--- src/rtl/imuldiv_pkg.sv ---
// Shared definitions for the iterative imuldiv units.
package imuldiv_pkg;

    // Encoding of the iterative-unit control FSM
    typedef enum logic [1:0] {
        ST_IDLE = 2'd0,
        ST_CALC = 2'd1,
        ST_DONE = 2'd2
    } state_t;

    // Request function select: operand interpretation
    localparam logic FN_UNSIGNED = 1'b0;
    localparam logic FN_SIGNED   = 1'b1;

endpackage

--- src/rtl/imuldiv_mul_iter_param_ctrl.sv ---
// Control for the iterative multiplier: FSM, iteration counter, val/rdy and datapath strobes.
module imuldiv_mul_iter_param_ctrl
    import imuldiv_pkg::*;
#(
    parameter int unsigned N = 32
) (
    input  logic clk,
    input  logic reset,
    input  logic mulreq_val,
    input  logic mulresp_rdy,
    output logic mulreq_rdy,
    output logic mulresp_val,
    output logic load,
    output logic step,
    output logic finish
);

    localparam int unsigned CW = (N > 1) ? $clog2(N) : 1;
    localparam logic [CW-1:0] CNT_LAST = CW'(N - 1);

    state_t          state;
    state_t          state_next;
    logic [CW-1:0]   cnt;
    logic [CW-1:0]   cnt_next;

    // State and counter registers
    always_ff @(posedge clk) begin
        if (reset) begin
            state <= ST_IDLE;
            cnt   <= '0;
        end else begin
            state <= state_next;
            cnt   <= cnt_next;
        end
    end

    // Next-state, counter update and handshake/strobe decode
    always_comb begin
        state_next  = state;
        cnt_next    = cnt;
        load        = 1'b0;
        step        = 1'b0;
        finish      = 1'b0;
        // Ready is held low while reset is asserted so nothing is accepted then
        mulreq_rdy  = (state == ST_IDLE) && !reset;
        mulresp_val = (state == ST_DONE);
        case (state)
            ST_IDLE: begin
                if (mulreq_val && mulreq_rdy) begin
                    load       = 1'b1;
                    cnt_next   = '0;
                    state_next = ST_CALC;
                end
            end
            ST_CALC: begin
                step = 1'b1;
                if (cnt == CNT_LAST) begin
                    finish     = 1'b1;
                    cnt_next   = '0;
                    state_next = ST_DONE;
                end else begin
                    cnt_next = cnt + CW'(1);
                end
            end
            ST_DONE: begin
                if (mulresp_rdy) begin
                    state_next = ST_IDLE;
                end
            end
            default: begin
                state_next = ST_IDLE;
            end
        endcase
    end

endmodule

--- src/rtl/imuldiv_mul_iter_param.sv ---
// Iterative shift-add multiplier, R multiplier bits per cycle, signed/unsigned per request.
module imuldiv_mul_iter_param
    import imuldiv_pkg::*;
#(
    parameter int unsigned W = 32,
    parameter int unsigned R = 1
) (
    input  logic             clk,
    input  logic             reset,
    input  logic [W-1:0]     mulreq_msg_a,
    input  logic [W-1:0]     mulreq_msg_b,
    input  logic             mulreq_msg_fn,
    input  logic             mulreq_val,
    output logic             mulreq_rdy,
    output logic [2*W-1:0]   mulresp_msg_result,
    output logic             mulresp_val,
    input  logic             mulresp_rdy
);

    localparam int unsigned N  = W / R;
    localparam int unsigned PW = 2 * W;

    logic            load;
    logic            step;
    logic            finish;

    logic [PW-1:0]   a_reg;
    logic [W-1:0]    b_reg;
    logic            neg;
    logic [PW-1:0]   acc;
    logic [PW-1:0]   result;

    logic [W-1:0]    a_mag;
    logic [W-1:0]    b_mag;
    logic            neg_in;
    logic [PW-1:0]   acc_next;
    logic [PW-1:0]   prod_fix;

    imuldiv_mul_iter_param_ctrl #(
        .N (N)
    ) u_ctrl (
        .clk         (clk),
        .reset       (reset),
        .mulreq_val  (mulreq_val),
        .mulresp_rdy (mulresp_rdy),
        .mulreq_rdy  (mulreq_rdy),
        .mulresp_val (mulresp_val),
        .load        (load),
        .step        (step),
        .finish      (finish)
    );

    // Operand magnitudes and result sign; -2^(W-1) maps to 2^(W-1) as unsigned W-bit
    always_comb begin
        a_mag  = mulreq_msg_a;
        b_mag  = mulreq_msg_b;
        if (mulreq_msg_fn == FN_SIGNED && mulreq_msg_a[W-1]) begin
            a_mag = ~mulreq_msg_a + W'(1);
        end
        if (mulreq_msg_fn == FN_SIGNED && mulreq_msg_b[W-1]) begin
            b_mag = ~mulreq_msg_b + W'(1);
        end
        neg_in = (mulreq_msg_fn == FN_SIGNED) && (mulreq_msg_a[W-1] ^ mulreq_msg_b[W-1]);
    end

    // R gated adds of the shifted multiplicand, then the sign fixup for the final step
    always_comb begin
        acc_next = acc;
        for (int i = 0; i < int'(R); i++) begin
            if (b_reg[i]) begin
                acc_next = acc_next + (a_reg << i);
            end
        end
        prod_fix = neg ? (~acc_next + PW'(1)) : acc_next;
    end

    // Datapath registers; everything holds outside load/step so DONE is frozen
    always_ff @(posedge clk) begin
        if (reset) begin
            a_reg  <= '0;
            b_reg  <= '0;
            neg    <= 1'b0;
            acc    <= '0;
            result <= '0;
        end else if (load) begin
            a_reg  <= {{W{1'b0}}, a_mag};
            b_reg  <= b_mag;
            neg    <= neg_in;
            acc    <= '0;
        end else if (step) begin
            acc    <= acc_next;
            a_reg  <= a_reg << R;
            b_reg  <= b_reg >> R;
            if (finish) begin
                result <= prod_fix;
            end
        end
    end

    assign mulresp_msg_result = result;

endmodule

--- config.mk ---
export PLATFORM = sky130hd
export DESIGN_NAME = imuldiv_mul_iter_param
export DESIGN_NICKNAME = d
export VERILOG_FILES = /design/src/rtl/imuldiv_pkg.sv /design/src/rtl/imuldiv_mul_iter_param_ctrl.sv /design/src/rtl/imuldiv_mul_iter_param.sv
export SDC_FILE = /design/constraint.sdc
export NUM_CORES = 1
export LEC_CHECK = 0
export ABC_AREA = 1
export ABC_CLOCK_PERIOD_IN_PS = 3600
export CORE_MARGIN = 2
export CORE_UTILIZATION = 60
export CTS_BUF_LIST = sky130_fd_sc_hd__clkbuf_8
export DETAILED_ROUTE_END_ITERATION = 16
export PLACE_DENSITY = 0.87
export RECOVER_POWER = 100
export SETUP_SLACK_MARGIN = 0.05
export SLEW_MARGIN = 20
export SYNTH_ARGS = -nofsm -noshare
export SYNTH_HDL_FRONTEND = slang
export SYNTH_SLANG_ARGS = --single-unit
--- constraint.sdc ---
create_clock -name clk -period 3.6 [get_ports clk]
set_input_delay 0.72 -clock clk [delete_from_list [all_inputs] [get_ports clk]]
set_output_delay 0.72 -clock clk [all_outputs]
set_load 0.02 [all_outputs]
==> metrics.txt, run 1 <==
# TYPE chip_impl_metric gauge
chip_impl_metric{name="path_max_fanout",unit=""} 4
chip_impl_metric{name="postSynthNetCount",unit=""} 3585
chip_impl_metric{name="drt_drc_violations_left",unit=""} 0
chip_impl_info{name="timing.critical_path.to_type",value="flop"} 1
chip_impl_metric{name="postSynthCellCount",unit=""} 3447
chip_impl_metric{name="tightest_slew",unit="ps"} 1740
chip_impl_metric{name="fin_crit",unit="ps"} 3580
chip_impl_metric{name="maxSlewViolCount",unit=""} 101
chip_impl_metric{name="chipWidth",unit="um"} 184
chip_impl_metric{name="p_comb_share",unit="%"} 29.5
chip_impl_info{name="worstSetupEndpoint",value="mulresp_msg_result[46]"} 1
chip_impl_metric{name="grt_use_total",unit="%"} 39.5
chip_impl_metric{name="first_global_vias",unit=""} 20228
chip_impl_metric{name="buffer_ports.inserted",unit=""} 134
chip_impl_metric{name="power.switching",unit="uW"} 2950
chip_impl_metric{name="finalHoldViolCount",unit=""} 0
chip_impl_metric{name="antennaDiodeCount",unit=""} 0
chip_impl_metric{name="routabilityCongestion",unit=""} 1.04
chip_impl_metric{name="final-setup-viol-count",unit=""} 0
chip_impl_info{name="worst_hold_path_type",value="input port to flop"} 1
chip_impl_metric{name="layout_worst_path_cycle_share",unit="%"} 99.4
chip_impl_metric{name="worst_clock_skew",unit="ps"} 20.6
chip_impl_metric{name="wl_per_cell",unit="um"} 17.2
chip_impl_metric{name="firstDrtPassIters",unit=""} 7
chip_impl_metric{name="ys_warn_count",unit=""} 0
chip_impl_metric{name="postSynth.asyncResetShare",unit="%"} 0
chip_impl_metric{name="power_leakage",unit="uW"} 0.0121
chip_impl_metric{name="post_route_cells_drive_above_1_share",unit="%"} 8.44
chip_impl_metric{name="grt.overflow.total",unit=""} 0
chip_impl_metric{name="design.die.area",unit="sq um"} 33800
chip_impl_metric{name="vdd_drop_max",unit="mV"} 0.414
chip_impl_metric{name="reg2reg_setup_slack",unit="ps"} 20
chip_impl_info{name="rsz0062_at_grt",value="true"} 1
chip_impl_metric{name="cts-buffers-inserted",unit=""} 42
chip_impl_info{name="tritoncts",value="done"} 1
chip_impl_metric{name="dp.final_hpwl",unit="um"} 52000
chip_impl_metric{name="power.total",unit="uW"} 7740
chip_impl_metric{name="grt_first_pass_wirelength",unit="um"} 105000
chip_impl_info{name="clock-root-buffer",value="sky130_fd_sc_hd__clkbuf_8"} 1
chip_impl_metric{name="total_wirelength_of_the_detailed_routed_design",unit="um"} 68800
chip_impl_info{name="run_status",value="complete, but fails checks"} 1
chip_impl_metric{name="power.clock.fraction",unit="%"} 34.0
chip_impl_metric{name="route.antenna.remaining_nets",unit=""} 0
chip_impl_metric{name="core_area",unit="sq um"} 31700
chip_impl_metric{name="postSynthRegisterBits",unit=""} 232
chip_impl_metric{name="detail_route.iter0.violations",unit=""} 3094
chip_impl_metric{name="synthDominantCellAreaShare",unit="%"} 24.5
chip_impl_metric{name="pin_count_of_the_biggest_net_entering_global_routing",unit=""} 101
chip_impl_metric{name="clock_latency_of_the_later_clocked_register_in_the_worst_skew_pair",unit="ps"} 610
chip_impl_metric{name="worst_slew_margin_rel",unit="%"} -16.1
chip_impl_info{name="post_synth_main_area_contributors",value="sky130_fd_sc_hd__nand2_1 24%, sky130_fd_sc_hd__dfxtp_1 24%, sky130_fd_sc_hd__inv_1 11%"} 1
chip_impl_metric{name="maxClockFrequency",unit="MHz"} 279
chip_impl_metric{name="yosysUniqueCellTypes",unit=""} 52
chip_impl_metric{name="layout.nets",unit=""} 3698
chip_impl_info{name="crit-reg2reg-launch",value="a_reg[0]"} 1
chip_impl_metric{name="power.share.sequential",unit="%"} 36.5
chip_impl_metric{name="clockBufferDepth",unit=""} 3
chip_impl_metric{name="detail_route.vias_per_cell",unit=""} 5.68
chip_impl_metric{name="cts_sinks",unit=""} 232
chip_impl_metric{name="worst-endpoint-required",unit="ps"} 4130
chip_impl_info{name="violations",value="max-capacitance violations, max-slew violations"} 1
chip_impl_metric{name="ctsHtreeMaxLevel",unit=""} 2
chip_impl_metric{name="clk_pin_slew_worst_paths",unit="ps"} 60
chip_impl_metric{name="die_h",unit="um"} 184
chip_impl_metric{name="syn_area_per_cell",unit="sq um"} 5.64
chip_impl_info{name="path_class",value="flop to flop"} 1
chip_impl_metric{name="critPathArrivalTime",unit="ps"} 4110
chip_impl_metric{name="grt_antenna_before_repair",unit=""} 0
chip_impl_metric{name="worstRegToRegCells",unit=""} 22
chip_impl_metric{name="max_cap_viol_count",unit=""} 1
chip_impl_metric{name="power.density",unit="nW/um^2"} 346
chip_impl_metric{name="synth_edf_count",unit=""} 0
chip_impl_metric{name="holdBufCountCts",unit=""} 0
chip_impl_metric{name="internal_power",unit="uW"} 4790
chip_impl_metric{name="synth_area",unit="sq um"} 19400
chip_impl_info{name="synth-main-ff-cell",value="sky130_fd_sc_hd__dfxtp_1"} 1
chip_impl_metric{name="placementRows",unit=""} 65
chip_impl_metric{name="pre_cts_slack",unit="ps"} -24.0
chip_impl_metric{name="via_count",unit=""} 22692
chip_impl_info{name="startpoint",value="a_reg[0]"} 1
chip_impl_metric{name="seq_area_frac_synth",unit="%"} 23.9
chip_impl_metric{name="syn_to_final_growth",unit="%"} 15.2
chip_impl_info{name="reg2reg_to",value="mulresp_msg_result[46]"} 1
chip_impl_info{name="yosys_top_cell_by_area",value="sky130_fd_sc_hd__nand2_1"} 1
chip_impl_info{name="worst_setup_path_start_kind",value="flop"} 1
chip_impl_metric{name="count_of_fill_cells_added_during_filler_insertion",unit=""} 2789
chip_impl_info{name="final_common_cell",value="sky130_fd_sc_hd__nand2_1"} 1
chip_impl_metric{name="initial_utilization",unit="%"} 61.3
chip_impl_info{name="layout.cells.most_common_list",value="1234 x sky130_fd_sc_hd__nand2_1, 603 x sky130_fd_sc_hd__inv_1, 223 x sky130_fd_sc_hd__dfxtp_1"} 1
chip_impl_metric{name="swShare",unit="%"} 38.1
chip_impl_metric{name="layout_setup_ws",unit="ps"} 21.5
chip_impl_metric{name="ioPinCount",unit=""} 135
power by group through the flow:
stage	logic [uW]	clock network (uW)	registers, uW
after floorplan	1470	0	2800
after global routing	2480	2740	2830
after global placement	2030	0	2860
after CTS	2090	2620	2810
after detailed placement	2070	0	2860
final	2290	2630	2820
logic make-up (layout without fill, tap and decap cells):
group,after synthesis,after routing,share of synthesized area (%)
adders and majority gates,69,69,4.48
xor gates and xnor gates,76,76,3.43
DFF,232,232,23.9
AOI/OAI and AO/OA,512,512,14.8
buffers and inverters,721,865,14.1
and+or+nand+nor,1837,1837,39.3
layer usage:
layer	GRT usage (%)	part of all wire (%)
met5	0	0
met4	12.8	3.3
met2	56.9	40
met1	56.9	43
met3	10.3	14
synthesized netlist by cell type (9+ instances only):
cell                       count
sky130_fd_sc_hd__a21oi_1     215
sky130_fd_sc_hd__nor2_1      223
sky130_fd_sc_hd__o21bai_1     17
sky130_fd_sc_hd__nand3_1     197
sky130_fd_sc_hd__nand3_2       9
sky130_fd_sc_hd__o221ai_1     15
sky130_fd_sc_hd__nor3_1       21
sky130_fd_sc_hd__xor2_1       61
sky130_fd_sc_hd__inv_2        15
sky130_fd_sc_hd__nand4_1      31
sky130_fd_sc_hd__ha_1         68
sky130_fd_sc_hd__nor2_2       23
sky130_fd_sc_hd__a31oi_1      10
sky130_fd_sc_hd__inv_1       591
sky130_fd_sc_hd__buf_1        14
sky130_fd_sc_hd__clkbuf_1     85
sky130_fd_sc_hd__nand2_2      23
sky130_fd_sc_hd__o21a_1        9
sky130_fd_sc_hd__o21ai_0     175
sky130_fd_sc_hd__o211ai_1     36
sky130_fd_sc_hd__o21ai_1      10
sky130_fd_sc_hd__dfxtp_1     232
sky130_fd_sc_hd__xnor2_1      15
sky130_fd_sc_hd__nand2_1    1266
metrics by stage:
step | util (%) | cell area (sq um) | hold slack [ps] | setup TNS (ps) | cells
after detailed placement | 66.7 | 21100 | 456 | -24.0 | 3907
after floorplan | - | 19400 | 441 | 0 | 3447
after global placement | 66.7 | 21100 | 449 | 0 | 3907
after CTS | 69.4 | 22000 | 434 | 0 | 3982
after global routing | 70.6 | 22400 | 438 | -126 | 3993
final | 70.6 | 22400 | 421 | 0 | 3993
worst min-delay path by stage:
stage,startpoint,end,slack [ps],cells after the start
5_1_grt,reset,u_ctrl.cnt[3],440,2
4_1_cts,reset,u_ctrl.state[1],430,2
3_3_place_gp,u_ctrl.cnt[3],u_ctrl.cnt[3],450,2
2_1_floorplan,u_ctrl.cnt[3],u_ctrl.cnt[3],440,2
6_report,reset,u_ctrl.state[1],420,2
3_5_place_dp,b_reg[8],b_reg[8],460,2
layout make-up:
class / count / area, sq um / share of cell area [%]
Multi-Input combinational cell: 2494 / 12400 / 55.3
Sequential cell: 232 / 4660 / 20.8
Inverter: 609 / 2290 / 10.2
Timing Repair Buffer: 181 / 1710 / 7.65
Clock buffer: 51 / 702 / 3.14
Tap cell: 402 / 503 / 2.25
Clock inverter: 24 / 150 / 0.671
worst max-delay path, stage by stage, from the launching register on:
cell and delay [ps]:
sky130_fd_sc_hd__dfxtp_2 360, sky130_fd_sc_hd__ha_4 140, sky130_fd_sc_hd__inv_1 50, sky130_fd_sc_hd__fa_2 350, sky130_fd_sc_hd__inv_1 100, sky130_fd_sc_hd__nand3_1 160, sky130_fd_sc_hd__buf_4 200, sky130_fd_sc_hd__nand2_2 90
sky130_fd_sc_hd__nand2_1 80, sky130_fd_sc_hd__nand2_2 90, sky130_fd_sc_hd__nand2_1 60, sky130_fd_sc_hd__nand3_1 80, sky130_fd_sc_hd__o21ai_2 120, sky130_fd_sc_hd__nor2_1 290, sky130_fd_sc_hd__nand3_4 130, sky130_fd_sc_hd__nor2_4 190
sky130_fd_sc_hd__nand3_4 130, sky130_fd_sc_hd__nor2_4 210, sky130_fd_sc_hd__nand3_2 130, sky130_fd_sc_hd__nand2_4 110, sky130_fd_sc_hd__nand2_2 80, sky130_fd_sc_hd__xor2_2 190, sky130_fd_sc_hd__a21oi_1 150
what timing repair did:
item / CTS / global route
gates resized for setup: 0 / 103
endpoints found under the setup margin: 0 / 36
setup buffers: 0 / 11
No activity file was read; power rests on OpenSTA's default activity.
==> run 2, diff against run 1 <==
--- a/config.mk
+++ b/config.mk
@@ -8,8 +8,8 @@
 export ABC_AREA = 1
-export ABC_CLOCK_PERIOD_IN_PS = 3600
+export ABC_CLOCK_PERIOD_IN_PS = 3200
 export CORE_MARGIN = 2
-export CORE_UTILIZATION = 60
+export CORE_UTILIZATION = 56
 export CTS_BUF_LIST = sky130_fd_sc_hd__clkbuf_8
 export DETAILED_ROUTE_END_ITERATION = 16
-export PLACE_DENSITY = 0.87
+export PLACE_DENSITY = 0.85
 export RECOVER_POWER = 100
==> constraint.sdc (replaced) <==
create_clock -name clk -period 3.2 [get_ports clk]
set_input_delay 0.64 -clock clk [delete_from_list [all_inputs] [get_ports clk]]
set_output_delay 0.64 -clock clk [all_outputs]
set_load 0.05 [all_outputs]
==> metrics.txt, run 2 (synthesis results as in run 1) <==
# TYPE chip_impl_metric gauge
chip_impl_metric{name="drt_drc_violations_left",unit=""} 0
chip_impl_metric{name="syn_to_final_growth",unit="%"} 28.5
chip_impl_metric{name="grt.overflow.total",unit=""} 0
chip_impl_metric{name="vdd_drop_max",unit="mV"} 0.448
chip_impl_metric{name="clock_latency_of_the_later_clocked_register_in_the_worst_skew_pair",unit="ps"} 660
chip_impl_metric{name="path_max_fanout",unit=""} 3
chip_impl_info{name="worst_setup_path_start_kind",value="flop"} 1
chip_impl_metric{name="worst_clock_skew",unit="ps"} 51.9
chip_impl_metric{name="total_wirelength_of_the_detailed_routed_design",unit="um"} 69900
chip_impl_info{name="tritoncts",value="done"} 1
chip_impl_metric{name="wl_per_cell",unit="um"} 16.5
chip_impl_metric{name="buffer_ports.inserted",unit=""} 134
chip_impl_info{name="layout.cells.most_common_list",value="1184 x sky130_fd_sc_hd__nand2_1, 596 x sky130_fd_sc_hd__inv_1, 231 x sky130_fd_sc_hd__buf_4"} 1
chip_impl_info{name="clock-root-buffer",value="sky130_fd_sc_hd__clkbuf_8"} 1
chip_impl_metric{name="max_cap_viol_count",unit=""} 2
chip_impl_metric{name="power_leakage",unit="uW"} 0.0129
chip_impl_info{name="timing.critical_path.slowest_stage_cell",value="sky130_fd_sc_hd__fa_2"} 1
chip_impl_metric{name="reg2reg_setup_slack",unit="ps"} -190
chip_impl_metric{name="power.density",unit="nW/um^2"} 384
chip_impl_metric{name="ctsHtreeMaxLevel",unit=""} 2
chip_impl_metric{name="tightest_slew",unit="ps"} 2140
chip_impl_metric{name="timing.critical_path.buf_inv",unit=""} 3
chip_impl_metric{name="maxSlewViolCount",unit=""} 204
chip_impl_metric{name="cts-buffers-inserted",unit=""} 43
chip_impl_metric{name="instances_no_fill",unit=""} 4244
chip_impl_info{name="run_status",value="complete, but fails checks"} 1
chip_impl_metric{name="clockBufferDepth",unit=""} 3
chip_impl_metric{name="cts_sinks",unit=""} 232
chip_impl_metric{name="grt_first_pass_wirelength",unit="um"} 101000
chip_impl_info{name="worst_hold_path_type",value="flop to flop"} 1
chip_impl_info{name="final_common_cell",value="sky130_fd_sc_hd__nand2_1"} 1
chip_impl_metric{name="dp.final_hpwl",unit="um"} 48100
chip_impl_metric{name="worst_slew_margin_rel",unit="%"} -42.9
chip_impl_metric{name="place_area",unit="sq um"} 22500
chip_impl_metric{name="via_count",unit=""} 23466
chip_impl_metric{name="layout.nets",unit=""} 3898
chip_impl_metric{name="tns",unit="ps"} -2040
chip_impl_metric{name="max_stage_delay",unit="ps"} 540
chip_impl_metric{name="die_h",unit="um"} 190
chip_impl_metric{name="first_global_vias",unit=""} 19748
chip_impl_info{name="path_class",value="flop to flop"} 1
chip_impl_metric{name="finalHoldViolCount",unit=""} 0
chip_impl_metric{name="pin_count_of_the_biggest_net_entering_global_routing",unit=""} 110
chip_impl_metric{name="layout_setup_ws",unit="ps"} -193
chip_impl_metric{name="core_area",unit="sq um"} 34400
chip_impl_metric{name="detail_route.iter0.violations",unit=""} 3122
chip_impl_metric{name="post-place-cells",unit=""} 4126
chip_impl_metric{name="firstDrtPassIters",unit=""} 7
chip_impl_metric{name="chipWidth",unit="um"} 190
chip_impl_metric{name="fin_crit",unit="ps"} 3390
chip_impl_metric{name="maxClockFrequency",unit="MHz"} 295
chip_impl_metric{name="finish.instance_area",unit="sq um"} 25000
chip_impl_metric{name="worst-endpoint-required",unit="ps"} 3760
chip_impl_metric{name="detail_route.vias_per_cell",unit=""} 5.53
chip_impl_metric{name="use_met3",unit="%"} 7.55
chip_impl_metric{name="clk_pin_slew_worst_paths",unit="ps"} 60
chip_impl_info{name="timing.critical_path.to_type",value="flop"} 1
chip_impl_info{name="timing.critical_path.cells",value="ha_4, inv_2, fa_2, nand2_2, o21ai_4, ha_4, inv_4, nor2_4, nand3_2, nor2_2, nand2_1, nor2_2, nand3_2, nor2_4, nand3_4, nor2_4, nand3_2, nand2_4, buf_6, nand2_2, nand2_1, nand2_2, a21oi_2"} 1
chip_impl_info{name="violations",value="max-capacitance violations, max-slew violations, negative setup slack"} 1
chip_impl_metric{name="grt_antenna_before_repair",unit=""} 0
chip_impl_metric{name="antennaDiodeCount",unit=""} 0
chip_impl_info{name="rsz0062_at_grt",value="true"} 1
chip_impl_metric{name="post_route_cells_drive_above_1_share",unit="%"} 17.4
chip_impl_metric{name="initial_utilization",unit="%"} 56.5
chip_impl_metric{name="grt_use_total",unit="%"} 35.1
chip_impl_metric{name="final-setup-viol-count",unit=""} 24
chip_impl_metric{name="critPathArrivalTime",unit="ps"} 3960
chip_impl_info{name="grt_busiest_layer",value="met1"} 1
chip_impl_metric{name="routabilityCongestion",unit=""} 1.03
chip_impl_metric{name="placementRows",unit=""} 68
chip_impl_metric{name="design.die.area",unit="sq um"} 36200
chip_impl_info{name="critical_path.top_delay_family",value="simple AND/OR/NAND/NOR gates"} 1
chip_impl_metric{name="groute.layer.met2.usage",unit="%"} 50.6
chip_impl_metric{name="layout_worst_path_cycle_share",unit="%"} 106
chip_impl_metric{name="use_met1",unit="%"} 52.0
chip_impl_metric{name="route.antenna.remaining_nets",unit=""} 0
chip_impl_metric{name="ioPinCount",unit=""} 135
chip_impl_metric{name="finalHoldWorstSlack",unit="ps"} 466
-- run 2: changes by cell type in the layout (fill, tap and decap cells not counted), moves of 15 or more --
cell and delta:
sky130_fd_sc_hd__ha_1 -22, sky130_fd_sc_hd__nor2_1 -23, sky130_fd_sc_hd__nand3_2 +19, sky130_fd_sc_hd__ha_4 +18, sky130_fd_sc_hd__nand3_1 -22, sky130_fd_sc_hd__nand2_2 +42
sky130_fd_sc_hd__clkdlybuf4s50_1 +66, sky130_fd_sc_hd__a21oi_1 -15, sky130_fd_sc_hd__buf_4 +192, sky130_fd_sc_hd__nor2_4 +25, sky130_fd_sc_hd__nand2_1 -50, sky130_fd_sc_hd__dlygate4sd3_1 -66
-- run 2: tightest hold or removal path, cell delays in order (launching register included) --
cell                      delay (ps)
sky130_fd_sc_hd__dfxtp_1         300
sky130_fd_sc_hd__nand2_1          60
sky130_fd_sc_hd__a21oi_1          50
-- run 2: final cells by class --
cell class	instances	area, sq um
Multi-Input combinational cell	2494	13300
Clock buffer	54	743
Sequential cell	232	4660
Fill cell	2777	9400
Tap cell	455	569
Inverter	609	2290
Clock inverter	20	178
Timing Repair Buffer	380	3240
-- run 2: where the power goes --
group          internal, uW  leakage, uW  switching [uW]
clock                  1770     0.000512            1420
combinational          1200       0.0105            2010
sequential             3020      0.00189             155
total                  5990       0.0129            3590
-- run 2: final timing paths --
path / start / to / cells after the start
max: acc[0] / mulresp_msg_result[54] / 23
min: u_ctrl.cnt[3] / u_ctrl.cnt[3] / 2
min reg2reg: u_ctrl.cnt[3] / u_ctrl.cnt[3] / 2
max reg2reg: acc[0] / mulresp_msg_result[54] / 23
-- run 2: metal layers --
metal	wire length (um)	part of all wire, %	vias to the layer above
met5	0	0	-
met4	2500	3.6	0
met3	8950	13	212
met2	28700	41	1404
met1	29700	43	10508
li1	-	-	11342
-- run 2: metrics by stage --
| step | power, uW | utilization (%) | worst slack [ps] |
|---|---|---|---|
| after floorplan | 4800 | - | 244 |
| after global placement | 5710 | 65.4 | -84.9 |
| after detailed placement | 5740 | 65.4 | -163 |
| after CTS | 9020 | 69.1 | -50.7 |
| after global routing | 9930 | 72.7 | -312 |
| final | 9580 | 72.7 | -193 |
-- run 2: what timing repair did --
action	CTS	global route
endpoints found under the setup margin	38	50
hold buffers	0	0
gates cloned	0	0
buffers inserted	23	22
pin swaps	25	49
resized for setup	48	264
